--- src/rtl/alu_defs_pkg.sv ---
// Shared definitions for the ALU issue controller: opcodes, flag bit positions,
// FSM state encoding and the instruction word layout.
package alu_defs;

  localparam logic [3:0] OP_ILL0 = 4'b0000;
  localparam logic [3:0] OP_ADD  = 4'b0001;
  localparam logic [3:0] OP_SUB  = 4'b0010;
  localparam logic [3:0] OP_LDI  = 4'b0011;
  localparam logic [3:0] OP_ILL4 = 4'b0100;
  localparam logic [3:0] OP_SHL  = 4'b0101;
  localparam logic [3:0] OP_SHAR = 4'b0110;
  localparam logic [3:0] OP_SHLR = 4'b0111;
  localparam logic [3:0] OP_RL   = 4'b1000;
  localparam logic [3:0] OP_RR   = 4'b1001;
  localparam logic [3:0] OP_CMP  = 4'b1010;
  localparam logic [3:0] OP_AND  = 4'b1011;
  localparam logic [3:0] OP_OR   = 4'b1100;
  localparam logic [3:0] OP_XOR  = 4'b1101;
  localparam logic [3:0] OP_NOT  = 4'b1110;
  localparam logic [3:0] OP_MUL  = 4'b1111;

  localparam int FLAG_N = 3;
  localparam int FLAG_Z = 2;
  localparam int FLAG_C = 1;
  localparam int FLAG_V = 0;

  localparam logic [0:0] ST_IDLE = 1'b0;
  localparam logic [0:0] ST_EXEC = 1'b1;

  typedef struct packed {
    logic [3:0] opcode;
    logic [3:0] rd;
    logic [3:0] rs;
    logic [3:0] rt;
  } instr_t;

  // Opcodes that need an EXEC cycle through the external ALU (CMP included).
  function automatic logic is_alu_op(input logic [3:0] op);
    case (op)
      OP_ADD, OP_SUB, OP_SHL, OP_SHAR, OP_SHLR, OP_RL, OP_RR,
      OP_CMP, OP_AND, OP_OR, OP_XOR, OP_NOT, OP_MUL: is_alu_op = 1'b1;
      default:                                        is_alu_op = 1'b0;
    endcase
  endfunction

  function automatic logic is_illegal_op(input logic [3:0] op);
    is_illegal_op = (op == OP_ILL0) || (op == OP_ILL4);
  endfunction

endpackage

--- src/rtl/alu_regfile.sv ---
// Register file: R0 reads as zero, two read ports captured on an enable,
// one write port and a combinational debug read port.
module alu_regfile #(
  parameter int DATA_W = 16,
  parameter int NREGS  = 16,
  parameter int AW     = $clog2(NREGS)
) (
  input  logic              clk,
  input  logic              reset,
  input  logic              rd_en,
  input  logic [AW-1:0]     ra_addr,
  input  logic [AW-1:0]     rb_addr,
  output logic [DATA_W-1:0] ra_data,
  output logic [DATA_W-1:0] rb_data,
  input  logic              we,
  input  logic [AW-1:0]     wa_addr,
  input  logic [DATA_W-1:0] wa_data,
  input  logic [AW-1:0]     dbg_addr,
  output logic [DATA_W-1:0] dbg_data
);

  logic [DATA_W-1:0] mem [NREGS];

  always_ff @(posedge clk) begin
    if (reset) begin
      for (int i = 0; i < NREGS; i++) mem[i] <= '0;
      ra_data <= '0;
      rb_data <= '0;
    end else begin
      // R0 is never written, so it stays at its reset value of zero.
      if (we && (wa_addr != '0)) mem[wa_addr] <= wa_data;
      if (rd_en) begin
        ra_data <= mem[ra_addr];
        rb_data <= mem[rb_addr];
      end
    end
  end

  assign dbg_data = mem[dbg_addr];

endmodule

--- src/rtl/alu_issue_ctrl.sv ---
// Issue controller for the external 16-bit ALU: decodes instruction words,
// drives the ALU from latched operands and writes results and flags back.
//
// state | meaning
// IDLE  | ready for an instruction; LDI and illegal opcodes finish here
// EXEC  | ALU driven from latched operands; result and flags captured at end
module alu_issue_ctrl
  import alu_defs::*;
#(
  parameter int DATA_W = 16,
  parameter int NREGS  = 16
) (
  input  logic              clk,
  input  logic              reset,
  input  logic              instr_valid,
  output logic              instr_ready,
  input  logic [15:0]       instr,
  output logic [3:0]        alu_op,
  output logic              alu_sub,
  output logic [DATA_W-1:0] alu_a,
  output logic [DATA_W-1:0] alu_b,
  input  logic [DATA_W-1:0] alu_result,
  input  logic [3:0]        alu_cc,
  output logic [3:0]        flags,
  output logic              wb_valid,
  output logic [3:0]        wb_addr,
  output logic [DATA_W-1:0] wb_data,
  output logic              illegal,
  input  logic [3:0]        dbg_addr,
  output logic [DATA_W-1:0] dbg_data
);

  logic [0:0]        state;
  instr_t            ins;
  logic              accept, acc_alu, acc_ldi, acc_ill;
  logic [3:0]        rd_q;
  logic              cmp_q;
  logic              rf_we;
  logic [3:0]        rf_waddr;
  logic [DATA_W-1:0] rf_wdata;
  logic [DATA_W-1:0] ldi_value;

  assign ins         = instr;
  assign instr_ready = (state == ST_IDLE);
  assign accept      = instr_valid && instr_ready;
  assign acc_alu     = accept && is_alu_op(ins.opcode);
  assign acc_ldi     = accept && (ins.opcode == OP_LDI);
  assign acc_ill     = accept && is_illegal_op(ins.opcode);
  assign ldi_value   = {{(DATA_W-8){1'b0}}, instr[7:0]};

  // LDI writes during its accept cycle; everything else writes at the end of EXEC.
  assign rf_we    = acc_ldi || ((state == ST_EXEC) && !cmp_q);
  assign rf_waddr = acc_ldi ? ins.rd : rd_q;
  assign rf_wdata = acc_ldi ? ldi_value : alu_result;

  alu_regfile #(.DATA_W(DATA_W), .NREGS(NREGS)) u_regfile (
    .clk      (clk),
    .reset    (reset),
    .rd_en    (acc_alu),
    .ra_addr  (ins.rs),
    .rb_addr  (ins.rt),
    .ra_data  (alu_a),
    .rb_data  (alu_b),
    .we       (rf_we),
    .wa_addr  (rf_waddr),
    .wa_data  (rf_wdata),
    .dbg_addr (dbg_addr),
    .dbg_data (dbg_data)
  );

  always_ff @(posedge clk) begin
    if (reset) begin
      state    <= ST_IDLE;
      alu_op   <= 4'b0000;
      alu_sub  <= 1'b0;
      rd_q     <= 4'd0;
      cmp_q    <= 1'b0;
      flags    <= 4'b0000;
      wb_valid <= 1'b0;
      wb_addr  <= 4'd0;
      wb_data  <= '0;
      illegal  <= 1'b0;
    end else begin
      wb_valid <= 1'b0;
      case (state)
        ST_IDLE: begin
          if (acc_alu) begin
            state   <= ST_EXEC;
            // CMP reuses the ALU subtract path and only keeps the flags.
            alu_op  <= (ins.opcode == OP_CMP) ? OP_SUB : ins.opcode;
            alu_sub <= (ins.opcode == OP_SUB) || (ins.opcode == OP_CMP);
            rd_q    <= ins.rd;
            cmp_q   <= (ins.opcode == OP_CMP);
          end
          if (acc_ldi) begin
            wb_valid <= 1'b1;
            wb_addr  <= ins.rd;
            wb_data  <= ldi_value;
          end
          if (acc_ill) illegal <= 1'b1;
        end
        ST_EXEC: begin
          state <= ST_IDLE;
          flags <= {alu_cc[FLAG_N], alu_cc[FLAG_Z], alu_cc[FLAG_C], alu_cc[FLAG_V]};
          if (!cmp_q) begin
            wb_valid <= 1'b1;
            wb_addr  <= rd_q;
            wb_data  <= alu_result;
          end
        end
        default: state <= ST_IDLE;
      endcase
    end
  end

endmodule

--- config.mk ---
export PLATFORM = sky130hd
export DESIGN_NAME = alu_issue_ctrl
export DESIGN_NICKNAME = d
export VERILOG_FILES = /design/src/rtl/alu_defs_pkg.sv /design/src/rtl/alu_regfile.sv /design/src/rtl/alu_issue_ctrl.sv
export SDC_FILE = /design/constraint.sdc
export NUM_CORES = 1
export LEC_CHECK = 0
export BUFFER_PORTS_ARGS = -buffer_cell sky130_fd_sc_hd__buf_2
export CAP_MARGIN = 10
export CELL_PAD_IN_SITES_DETAIL_PLACEMENT = 1
export CELL_PAD_IN_SITES_GLOBAL_PLACEMENT = 2
export CORE_MARGIN = 2
export CORE_UTILIZATION = 42
export CTS_CLUSTER_SIZE = 12
export DETAILED_ROUTE_END_ITERATION = 10
export GPL_ROUTABILITY_DRIVEN = 0
export MAX_ROUTING_LAYER = met4
export PLACE_DENSITY_LB_ADDON = 0.1
export SLEW_MARGIN = 20
export SYNTH_ARGS = -nofsm -noshare
export SYNTH_HDL_FRONTEND = slang
export SYNTH_HIERARCHICAL = 1
export SYNTH_SLANG_ARGS = --single-unit
--- constraint.sdc ---
create_clock -name clk -period 2.89 [get_ports clk]
set_input_delay 0.578 -clock clk [delete_from_list [all_inputs] [get_ports clk]]
set_output_delay 0.578 -clock clk [all_outputs]
set_load 0.01 [all_outputs]
# After elaboration in Yosys (flattened, before gate mapping)
# Memory sizes are Yosys's and may differ from the RTL's. A register that Yosys moved wholly into a read port is not among the register bits.
# Index checks and enable logic that the tools add are counted.
# word_totals
regBits	37
latch_bits	0
mem_bits_rw	256
romBits	16
inputBits	43
word_cells	57
mem_count	2
# op_classes
add_sub_neg	0
mul	0
n_div	0
n_lt_le_gt_ge	0
eq_ne	6
n_shift	0
muxes	22
n_bitwise	1
reduce_logical	16
# memory_table
name	words	word_bits	rd	rd_ports_with_merged_regs	write_ports	line_no	text
u_regfile.mem	16	16	3	2	16	alu_regfile.sv:22	logic [DATA_W-1:0] mem [NREGS];
(name not given)	16	1	1	0	0	alu_defs_pkg.sv:39	case (op)
# ops
op	count
two-way mux 16 bit	4
one-hot mux 16 bit (2 select lines)	1
two-way mux 4 bit	5
OR reduction 16 bit	1
two-way mux 1 bit	9
equality test 4 x 2 -> 1 bit (second input constant)	2
one-hot mux 4 bit (2 select lines)	1
logical AND 1 bit	6
AND reduction 2 bit	3
equality test 4 x 3 -> 1 bit (second input constant)	1
equality test 4 bit (second input constant)	1
logical NOT 4 bit	1
one-hot mux 1 bit (2 select lines)	2
nonzero test 4 bit	1
logical OR 1 bit	3
inequality test 2 x 1 -> 1 bit (second input constant)	1
inequality test 2 bit (second input constant)	1
logical NOT 1 bit	1
NOT 1 bit	1

# Longest topological paths before layout
# Gate-level depths: netlist (run 1).
# depth
depth_word	11
ltp_mapped	12
mapped_depth_nobuf	10

# Hierarchy
# Netlist (run 1), hierarchy kept.
# by_module_without_submodules
module	instances	cells_per_inst	area_per_inst_um2	seq_area_each_um2
alu_regfile	1	1324	16769.8	8328.0
alu_issue_ctrl	1	226	1973.1	740.7

# Least setup slack after synthesis (run 1)
# No wires, ideal clock.
# synth_timing
path_type	in2reg
startpoint	input port instr_valid
endpoint	memory u_regfile.mem[1][0] (enable)
arrival_ps	2339
required_ps	2556
path_slack_ps	217
cell_stages	8
n_path_buf	2
path_cell_list	nor2b_1 buf_4 nand3_2 buf_6 mux2_4 nand3b_1 nor3_1 or2_2
# synth_rtl
item	line_no	text
from (decl)	alu_issue_ctrl.sv:15	input logic instr_valid,
to (decl)	alu_regfile.sv:22	

==> metrics.md, run 1 <==
| Metric | Value |
|---|---|
| Hold WC Path Type | primary input to flip-flop |
| Initial core utilization | 0.425 |
| Hold_sp | alu_cc[1] |
| Initial antenna violation count | 3 |
| Startpoint Class | flip-flop |
| Hold_ws | 0.253 ns |
| 1st-pass router iterations | 5 |
| Placed instance area | 20800 sq um |
| Die area | 46300 sq um |
| Reg2Reg Launch Point | state |
| Post-Syn Instances | 1550 |
| Cell Rows | 77 |
| Worst path arrival time | 2.26 ns |
| Die width | 215 microns |
| Post-synth ARST share | 0 |
| Share of layout cells above drive strength 1 | 0.225 |
| GRT Resource Usage Total | 0.307 |
| FF+latch count, synth | 325 |
| Post-Route Skew | 0.0229 ns |
| Status | complete, no violations |
| Slew @ Worst Pin | 0.783 ns |
| Largest net degree at the start of global routing | 50 |
| RSZ-0062 raised after global routing | no |
| PwrDens | 552 nW/um^2 |
| Routed length per instance | 30.0 microns |
| Dominant cell type by area after synthesis | edfxtp_1 |
| Vias per cell | 6.11 |
| Antenna Violating Nets Remaining | 0 |
| Final setup fails | 0 |
| Post-CTS Hold Buffers | 0 |
| Slew Limit Fails | 0 |
| Pre-CTS setup slack | -0.00143 ns |
| Crit. Startpoint | u_regfile/mem[10][0] |
| Layout Cell Area excl Fill | 22100 sq um |
| Finished Layout Cells | 2314 |
| Number of global-route vias before repair | 14694 |
| Reg clk slew, reported paths | 0.06 ns |
| Hold Fails Final Rpt | 0 |
| Min cycle time layout | 2.84 ns |
| CORE AREA | 44100 sq um |
| Leakage power | 9.08 nW |
| Nature of the critical path endpoint | output pin |
| Area Overhead vs Synth | 17.8% |
| Via Count | 14139 |
| Clk_lat worst skew | 0.58 ns |
| CTS tree | yes |
| Die Y | 215 microns |
| Synth Flop Type | edfxtp_1 |
| Post-synth EDFFs | 256 |
| Post-Syn Area | 18700 sq um |
| Rel. slew slack | 0.478 |
| # Max-Cap Violations | 0 |
| H-tree levels | 2 |
| Top-area cell type share of the netlist area | 0.410 |
| Grt total ovfl | 0 |
| VDD IR max | 0.000358 V |
| Placed insts | 2243 |
| Distinct cell type count after synthesis | 47 |
| Worst Setup Path Type | flip-flop to output pin |
| I/O pins | 123 |
| Final worst path period share | 0.982 |
| Synth warn | 6 |
| CP Max Fanout | 3 |
| DR DRC count | 0 |
| Clk root buf | clkbuf_16 |
| WP data required | 2.31 ns |
| TritonCTS Sinks | 325 |
| CTS max path bufs | 3 |
| Fmax | 0.352 GHz |
| Worst setup margin | 0.0515 ns |
| Sequential element share of the synthesized area | 0.484 |
| TritonCTS Buffers | 39 |
| Synthesized area per cell | 12.1 sq um |
| Nets | 1738 |
| Total Wirelength | 69300 microns |
| First-pass GRT wire length | 101000 microns |
| # port buffers | 122 |
| DPL Wire Length | 43700 microns |
| Initial DRC count | 1293 |
| Dominant cells by area after synthesis | edfxtp_1, mux2i_1, and2_1, dfxtp_1, mux4_2 |
per-layer routing:
| layer | share of wire | GRT usage | vias to the layer above |
|---|---|---|---|
| li1 | - | - | 6095 |
| met1 | 0.43 | 0.403 | 7321 |
| met2 | 0.48 | 0.496 | 587 |
| met3 | 0.064 | 0.0384 | 136 |
| met4 | 0.031 | 0.102 | 0 |
| met5 | 0 | - | - |
logic make-up (layout without fill, tap and decap cells):
logic type | after synthesis | after routing | share of synthesized area
simple gates | 527 | 527 | 0.153
mux | 372 | 372 | 0.264
flops | 325 | 325 | 0.484
compound gates | 182 | 182 | 0.0635
buf+inv | 140 | 296 | 0.0343
fa+ha+maj | 3 | 3 | 0.00200
other cells | 1 | 17 | 0.000200
cells in the mapped netlist, types with 2 or more instances:
cell type / number
a21oi_1: 47
a22oi_1: 96
a31oi_1: 13
and2_1: 251
buf_1: 9
buf_2: 33
buf_6: 6
clkbuf_1: 83
dfxtp_1: 69
edfxtp_1: 256
ha_1: 3
inv_1: 4
inv_2: 2
mux2_2: 21
mux2_4: 11
mux2i_1: 260
mux4_1: 36
mux4_2: 44
nand2_1: 101
nand2b_1: 3
nand3_1: 111
nand3b_1: 3
nor2_1: 25
nor2b_1: 6
nor3_1: 3
o21ai_0: 19
or2_2: 15
power by group:
group / internal (mW) / switching, mW
registers: 5.26 / 0.192
clock network: 3.05 / 2.04
logic: 0.703 / 0.946
cell usage in the layout (no fill, tap or decap), types with 3 or more instances in the layout:
cell / n
a21oi_1: 47
a22oi_1: 96
a31oi_1: 13
and2_1: 251
buf_12: 35
buf_2: 119
buf_4: 63
bufinv_16: 5
clkbuf_1: 10
clkbuf_16: 40
clkinv_1: 4
clkinv_2: 4
clkinvlp_4: 3
conb_1: 16
dfxtp_1: 69
edfxtp_1: 256
ha_1: 3
inv_1: 4
mux2_2: 21
mux2_4: 11
mux2i_1: 260
mux4_1: 34
mux4_2: 46
nand2_1: 101
nand2b_1: 3
nand3_1: 111
nand3b_1: 3
nor2_1: 22
nor2b_2: 4
nor3_2: 3
o21ai_0: 19
or2_2: 15
final timing paths:
path                                 to  depth (start not counted)  slack [ns]
setup reg to reg   u_regfile/mem[13][0]                          9        0.43
hold / removal                 flags[1]                          3        0.25
setup / recovery            dbg_data[0]                          3        0.05
hold reg to reg   u_regfile/ra_data[10]                          2        0.45
layout make-up:
cell class	instances	area (sq um)
repair buffers	220	1820
inverters	6	22.5
clock buffers	52	1070
diodes	1	2.50
flip-flops and latches	325	9070
fillers	4633	22000
clock inverters	18	233
multi-input cells	1100	9120
well taps	592	741
per-stage QoR:
stage                     setup TNS [ns]   util  power [mW]
after CTS                              0  0.500        12.3
final                                  0  0.500        12.2
after global routing                   0  0.500        12.5
after floorplan                        0      -        6.43
after detailed placement        -0.00624  0.471        7.17
after global placement                 0  0.471        7.14
sequential cells by signal (all words and copies together) (netlist names):
| name | count |
|---|---|
| u_regfile/mem | 256 |
| illegal | 1 |
| alu_sub | 1 |
| rd_q | 4 |
| flags | 4 |
| wb_valid | 1 |
| u_regfile/ra_data | 16 |
| wb_addr | 4 |
| wb_data | 16 |
| alu_op | 4 |
| state | 1 |
| cmp_q | 1 |
| u_regfile/rb_data | 16 |
critical path: stages (launching register included):
cell and delay [ns]:
edfxtp_1 0.51, mux4_1 0.52, mux4_2 0.49, buf_2 0.16
what timing repair did:
| item | in CTS | in global routing |
|---|---|---|
| resized for setup | 0 | 3 |
| buffers inserted | 0 | 0 |
| setup endpoints to repair | 0 | 1 |
Power figures use the tool's default switching activity.
==> inputs of run 2 (changes only) <==
Settings changed: PLACE_DENSITY set to 0.83, PLACE_DENSITY_LB_ADDON 0.1 to not set.
==> run 2 against run 1 <==
Net effect:
- total power increased by 0.52%
- utilization is 0.10 points lower
- clock-buffer cell count shrank 1
- wire length shrank 1.4%
- sequential power about the same
- flip-flop and latch count unchanged
- fmax is 1.5% lower
- register-to-register slack better by 0.11 ns
- sequential share of layout area up 0.086 points
- critical path depth up 2
==> metrics.md, run 2 (synthesized netlist as in run 1, its figures left out) <==
| Metric | Value |
|---|---|
| Status | complete, no violations |
| Clock share of power | 0.423 (+0.005) |
| Final worst path period share | 0.997 (+0.0149) |
| Vias per cell | 6.20 (+1.4%) |
| Worst setup margin | 0.00840 ns (-0.0431 ns) |
| Fmax | 0.347 GHz (-1.5%) |
| Number of global-route vias before repair | 15083 (+2.6%) |
| Slew @ Worst Pin | 0.870 ns (+0.0873 ns) |
| Hold Fails Final Rpt | 0 (unchanged) |
| Post-Route Skew | 0.0255 ns (+0.00257 ns) |
| WP buf/inv | 3 (+2) |
| Internal power | 9.10 mW (+1.1%) |
| Critical Path, Cell by Cell | buf_4, buf_12, mux4_1, mux4_2, buf_2 |
| Sw Share | 0.257 (-0.00417) |
| Hold_ws | 0.260 ns (+0.00716 ns) |
| Flop pwr share | 0.446 (about the same) |
| Die area | 46300 sq um (unchanged) |
| Final setup fails | 0 (unchanged) |
| Clk_lat worst skew | 0.55 ns (-0.03 ns) |
| Startpoint Class | primary input |
| Combinational share of power | 0.132 (-0.003) |
| Hold WC Path Type | primary input to flip-flop |
| R2R depth | 7 (-2) |
| Hold_sp | alu_cc[0] |
| CP Max Fanout | 25 (+22) |
| Total Wirelength | 68400 microns (-1.4%) |
| Grt total ovfl | 0 (unchanged) |
| Area Overhead vs Synth | 17.5% |
| VDD IR max | 0.000336 V (-6.2%) |
| Reg2Reg Capture Point | u_regfile/mem[6][7] |
| # port buffers | 122 (unchanged) |
| Most common cell after layout, fill and taps aside | mux2i_1 |
| Slew Limit Fails | 0 (unchanged) |
| GRT Resource Usage Total | 0.302 (-0.00556) |
| TritonCTS Buffers | 39 (unchanged) |
| Nature of the critical path endpoint | output pin |
| Rel. slew slack | 0.420 (-0.0582) |
| Pre-CTS setup slack | 0.0254 ns (+0.0268 ns) |
| PwrDens | 556 nW/um^2 (+0.73%) |
| Hold Path End | flags[0] |
| Slowest CP cell | mux4_1 |
| DR DRC count | 0 (unchanged) |
| First-pass GRT wire length | 100000 microns (-0.42%) |
| WP data required | 2.31 ns (about the same) |
| Largest net degree at the start of global routing | 61 (+22%) |
| Antenna Violating Nets Remaining | 0 (unchanged) |
| H-tree levels | 2 (unchanged) |
| Crit-path max cell delay | 0.58 ns (+0.06 ns) |
| RSZ-0062 raised after global routing | yes |
| Nets | 1736 (-0.12%) |
| Worst path arrival time | 2.30 ns (+0.04 ns) |
| Via Count | 14336 (+1.4%) |
| Biggest register | u_regfile/mem |
| Cell Rows | 77 (unchanged) |
| Die width | 215 microns (unchanged) |
| I/O pins | 123 (unchanged) |
| Layout Cell Area excl Fill | 22000 sq um (-0.21%) |
| Reg-to-reg slack, setup | 0.54 ns (+0.11 ns) |
| Flip-flop count of the largest register after layout | 256 (unchanged) |
| Routed length per instance | 29.5 microns (-1.4%) |
| Fill count | 4637 (+0.086%) |
| Initial DRC count | 1192 (-7.8%) |
| CTS max path bufs | 3 (unchanged) |
| Reg clk slew, reported paths | 0.06 ns (about the same) |
| Leakage power | 9.06 nW (-0.13%) |
| Die Y | 215 microns (unchanged) |
| Post-CTS Hold Buffers | 0 (unchanged) |
| DPL Wire Length | 44700 microns (+2.1%) |
| Worst hold stages | 3 (unchanged) |
| Commonest cells after routing, fill and taps aside | mux2i_1, edfxtp_1, and2_1, buf_2, nand3_1 |
| Reg2Reg Launch Point | state |
| Share of layout cells above drive strength 1 | 0.223 (-0.00161) |
| Placed instance area | 20700 sq um (-0.43%) |
| Clk root buf | clkbuf_16 |
| Cell family with most CP delay | multiplexers |
| CTS tree | yes |
| Min cycle time layout | 2.88 ns (+0.0431 ns) |
| Worst Setup Path Type | primary input to output pin |
| Worst path depth | 5 (+2) |
| Initial core utilization | 0.425 (unchanged) |
| TritonCTS Sinks | 325 (unchanged) |
| # Max-Cap Violations | 0 (unchanged) |
| CORE AREA | 44100 sq um (unchanged) |
| 1st-pass router iterations | 5 (unchanged) |
| Initial antenna violation count | 0 (-3) |
| Psw | 3.15 mW (-1.1%) |
run 2: cell types whose count changed in the layout (fill, tap and decap cells not counted), sizes merged:
cell	delta
bufinv	+1
inv	-1
clkinv	+1
buf	-2
diode	+1
clkbuf	-1
clkinvlp	+1
run 2: layer usage:
metal / wire length (microns) / GRT usage
met1: 26500 / 0.363
met3: 4680 / 0.0399
met4: 3190 / 0.131
met5: 0 / -
met2: 34000 / 0.509
run 2: timing repair:
action / 4_1_cts / 5_1_grt
resized for setup: 0 / 1
endpoints found under the setup margin: 0 / 3
buffers inserted: 0 / 0
run 2: tightest hold or removal path: stages:
cell,delay (ns)
buf_2,0.07
mux2i_1,0.06
nor2_1,0.07
run 2: layout make-up:
cell class	instances	area [sq um]	share of cell area
Timing Repair Buffer	218	1740	0.0791
Inverter	6	22.5	0.00102
Clock buffer	51	1070	0.0487
Clock inverter	20	258	0.0117
Tap cell	592	741	0.0336
Antenna cell	2	5.00	0.000227
Sequential cell	325	9070	0.412
Multi-Input combinational cell	1100	9120	0.414
run 2: power groups by stage:
stage	Sequential (mW)	Clock, mW	Combinational, mW
floorplan	5.49	0	0.938
global placement	5.54	0	1.54
detailed placement	5.55	0	1.59
CTS	5.46	5.26	1.60
global route	5.48	5.42	1.70
finish	5.46	5.18	1.61
run 2: worst max path at each step:
stage / endpoint / slack, ns / start
floorplan: u_regfile/mem[1][0] / 0.22 / instr_valid
global placement: dbg_data[7] / 0.04 / dbg_addr[0]
detailed placement: dbg_data[7] / 0.03 / dbg_addr[0]
CTS: dbg_data[7] / 0.02 / dbg_addr[0]
global route: dbg_data[7] / -0.02 / dbg_addr[0]
finish: dbg_data[13] / 0.008 / dbg_addr[0]
run 2: stage by stage:
stage / power (mW) / TNS [ns] / util / std cells
4_1_cts: 12.3 / 0 / 0.499 / 2312
6_report: 12.3 / 0 / 0.499 / 2314
3_5_place_dp: 7.14 / 0 / 0.469 / 2241
3_3_place_gp: 7.08 / 0 / 0.469 / 2241
5_1_grt: 12.6 / -0.0285 / 0.499 / 2312
2_1_floorplan: 6.43 / 0 / - / 1565
==> inputs of run 3 (changes only) <==
Settings changed: ABC_AREA set to 1, CORE_UTILIZATION 42 to 36, CTS_CLUSTER_SIZE 12 to not set, PLACE_DENSITY 0.83 to 0.85.
==> run 3 against run 2 <==
Net effect:
- clock-buffer cell count increased by 2
- fmax increased by 6.5%
- area after synthesis increased by 6.8%
- combinational power increased by 42%
- wire length increased by 31%
- worst hold slack got worse by 0.045 ns
- first-iteration DRC count increased by 55%
- sequential power about the same
- critical path type unchanged
- largest cell class is now registers
- highest routed layer unchanged
==> metrics.md, run 3 <==
| Metric | Value |
|---|---|
| Status | complete, no violations |
| Post-CTS Hold Buffers | 0 (unchanged) |
| Die area | 57500 sq um (+24%) |
| TritonCTS Buffers | 41 (+5.1%) |
| Number of global-route vias before repair | 21148 (+40%) |
| Reg clk slew, reported paths | 0.05 ns (about the same) |
| Initial DRC count | 1848 (+55%) |
| R2R depth | 11 (+4) |
| Via Count | 20704 (+44%) |
| Grt total ovfl | 0 (unchanged) |
| Nets | 2953 (+70%) |
| Fmax | 0.370 GHz (+6.5%) |
| Worst hold stages | 3 (unchanged) |
| Hold Path End | flags[0] |
| Dominant cell type by area after synthesis | edfxtp_1 |
| GRT Resource Usage Total | 0.320 (+0.0179) |
| I/O pins | 123 (unchanged) |
| Area Overhead vs Synth | 16.8% |
| Critical Path, Cell by Cell | buf_4, buf_12, buf_4, a21oi_1, o21ai_0, nand3_1, nand3_1, nand2_1, buf_2 |
| Largest net degree at the start of global routing | 73 (+20%) |
| Initial core utilization | 0.364 (-0.0608) |
| Hold_sp | alu_cc[0] |
| Commonest cells in the netlist | nand2_1, nand3_1, nor2_1, edfxtp_1, inv_1 |
| Post-synth EDFFs | 256 (unchanged) |
| Postcts setup bufs | 0 (unchanged) |
| Post-synth ARST share | 0 (unchanged) |
| Reg2Reg Launch Point | state |
| Antenna Violating Nets Remaining | 0 (unchanged) |
| Rel. slew slack | 0.468 (+0.0477) |
| Synthesized area per cell | 7.11 sq um (-41%) |
| First-pass GRT wire length | 132000 microns (+31%) |
| Clk root buf | clkbuf_16 |
| Most common cell after layout, fill and taps aside | nand2_1 |
| Commonest cells after routing, fill and taps aside | nand2_1, nand3_1, nor2_1, edfxtp_1, inv_1 |
| Distinct cell type count after synthesis | 30 (-36%) |
| Hold Fails Final Rpt | 0 (unchanged) |
| Die Y | 240 microns (+11%) |
| Slowest CP cell | buf_4 |
| DPL Wire Length | 60000 microns (+34%) |
| Cell Rows | 86 (+12%) |
| Most common cell in the netlist | nand2_1 |
| 1st-pass router iterations | 5 (unchanged) |
| WP buf/inv | 4 (+1) |
| Flip-flop count of the largest register after layout | 256 (unchanged) |
| Dominant cells by area after synthesis | edfxtp_1, nand2_1, nand3_1, dfxtp_1, nor2_1 |
| Pre-CTS setup slack | 0.146 ns (+0.120 ns) |
| Final worst path period share | 0.936 (-0.0607) |
| Die width | 240 microns (+11%) |
| CTS tree | yes |
| Setup TNS Final | 0 ns (unchanged) |
| CORE AREA | 55000 sq um (+25%) |
| DR DRC count | 0 (unchanged) |
| Worst path arrival time | 2.13 ns (-0.17 ns) |
| Reg-to-reg slack, setup | 0.40 ns (-0.14 ns) |
| Slew Limit Fails | 0 (unchanged) |
| Reg2Reg Capture Point | u_regfile/mem[7][7] |
| WP data required | 2.31 ns (about the same) |
| RSZ-0062 raised after global routing | no |
| Min cycle time layout | 2.71 ns (-0.175 ns) |
| CP Max Fanout | 25 (unchanged) |
| TritonCTS Sinks | 325 (unchanged) |
| Synth Flop Type | edfxtp_1 |
| Worst Setup Path Type | primary input to output pin |
| # port buffers | 122 (unchanged) |
| # Max-Cap Violations | 0 (unchanged) |
| Clk_lat worst skew | 0.59 ns (+0.04 ns) |
| Vias per cell | 5.62 (-9.3%) |
| H-tree levels | 2 (unchanged) |
| Top-area cell type share of the netlist area | 0.384 (-0.0260) |
| Leakage power | 10.6 nW (+17%) |
| Worst setup margin | 0.184 ns (+0.175 ns) |
| Placed insts | 3612 (+61%) |
| Initial antenna violation count | 1 (+1) |
| Routed length per instance | 24.2 microns (-18%) |
| Hold WC Path Type | primary input to flip-flop |
| Total Wirelength | 89300 microns (+31%) |
| Finished Layout Cells | 3686 (+59%) |
| Cell family with most CP delay | buffers and inverters |
| Final setup fails | 0 (unchanged) |
| Biggest register | u_regfile/mem |
| Synth warn | 6 (unchanged) |
| Sequential element share of the synthesized area | 0.453 (-0.0307) |
| Post-Syn Instances | 2815 (+82%) |
| Nature of the critical path endpoint | output pin |
| PwrDens | 552 nW/um^2 (-0.83%) |
| VDD IR max | 0.000380 V (+13%) |
| Post-CTS resize count | 0 (unchanged) |
| Post-Syn Area | 20000 sq um (+6.8%) |
| Share of layout cells above drive strength 1 | 0.123 (-0.100) |
| CTS max path bufs | 3 (unchanged) |
| Startpoint Class | primary input |
| Crit-path max cell delay | 0.33 ns (-0.25 ns) |
| Fill count | 6860 (+48%) |
| Slew @ Worst Pin | 0.797 ns (-0.0725 ns) |
| FF+latch count, synth | 325 (unchanged) |
| Post-Route Skew | 0.0364 ns (+0.0109 ns) |
-- run 3: worst max path at each step --
stage                      from                    to  slack [ns]  depth (start not counted)
floorplan           instr_valid   u_regfile/mem[6][0]       -0.13                         13
global placement    instr_valid  u_regfile/mem[7][15]        0.17                         13
detailed placement    instr[14]   u_regfile/mem[7][7]        0.15                         12
CTS                 dbg_addr[1]           dbg_data[4]        0.21                          9
global route        dbg_addr[1]           dbg_data[4]        0.13                          9
finish              dbg_addr[1]           dbg_data[6]        0.18                          9
-- run 3: per-layer routing --
layer | part of all wire | wire, microns | global-route usage
met1 | 0.41 | 36300 | 0.398
met2 | 0.46 | 41400 | 0.501
met3 | 0.074 | 6580 | 0.0422
met4 | 0.056 | 5040 | 0.179
met5 | 0 | 0 | -
-- run 3: layout make-up --
type	count	area, sq um	area share
repair buffers	252	2060	0.0883
clock buffers	53	1120	0.0481
well taps	748	936	0.0400
inverters	255	962	0.0412
clock inverters	20	185	0.00792
flip-flops and latches	325	9070	0.388
diodes	1	2.50	0.000107
multi-input cells	2032	9030	0.386
-- run 3: worst reg2reg max path: cells and delay by family, from the launching register on --
family	cells	cell delay, ns
compound gates	1	0.25
buf+inv	2	0.29
flops	1	0.41
simple gates	8	1.14
-- run 3: power by group --
part / total (mW) / leakage (nW) / switching [mW] / internal, mW
Sequential: 5.45 / 3.20 / 0.184 / 5.27
Clock: 5.15 / 0.634 / 2.14 / 3.01
Combinational: 2.29 / 6.78 / 1.59 / 0.699
Total: 12.9 / 10.6 / 3.92 / 8.98
-- run 3: cells by family after synthesis --
group,share of synthesized area
simple gates,0.376
buf+inv,0.0989
flops,0.453
compound gates,0.0703
fa+ha+maj,0.00188
other cells,0.000187
-- run 3: metrics by stage --
| step | utilization | cell area (sq um) | power, mW | hold WS, ns |
|---|---|---|---|---|
| 6_report | 0.425 | 23400 | 12.9 | 0.216 |
| 5_1_grt | 0.425 | 23400 | 13.3 | 0.235 |
| 4_1_cts | 0.425 | 23400 | 12.9 | 0.205 |
| 3_5_place_dp | 0.401 | 22100 | 7.80 | 0.452 |
| 3_3_place_gp | 0.401 | 22100 | 7.74 | 0.446 |
| 2_1_floorplan | - | 20100 | 6.74 | 0.430 |
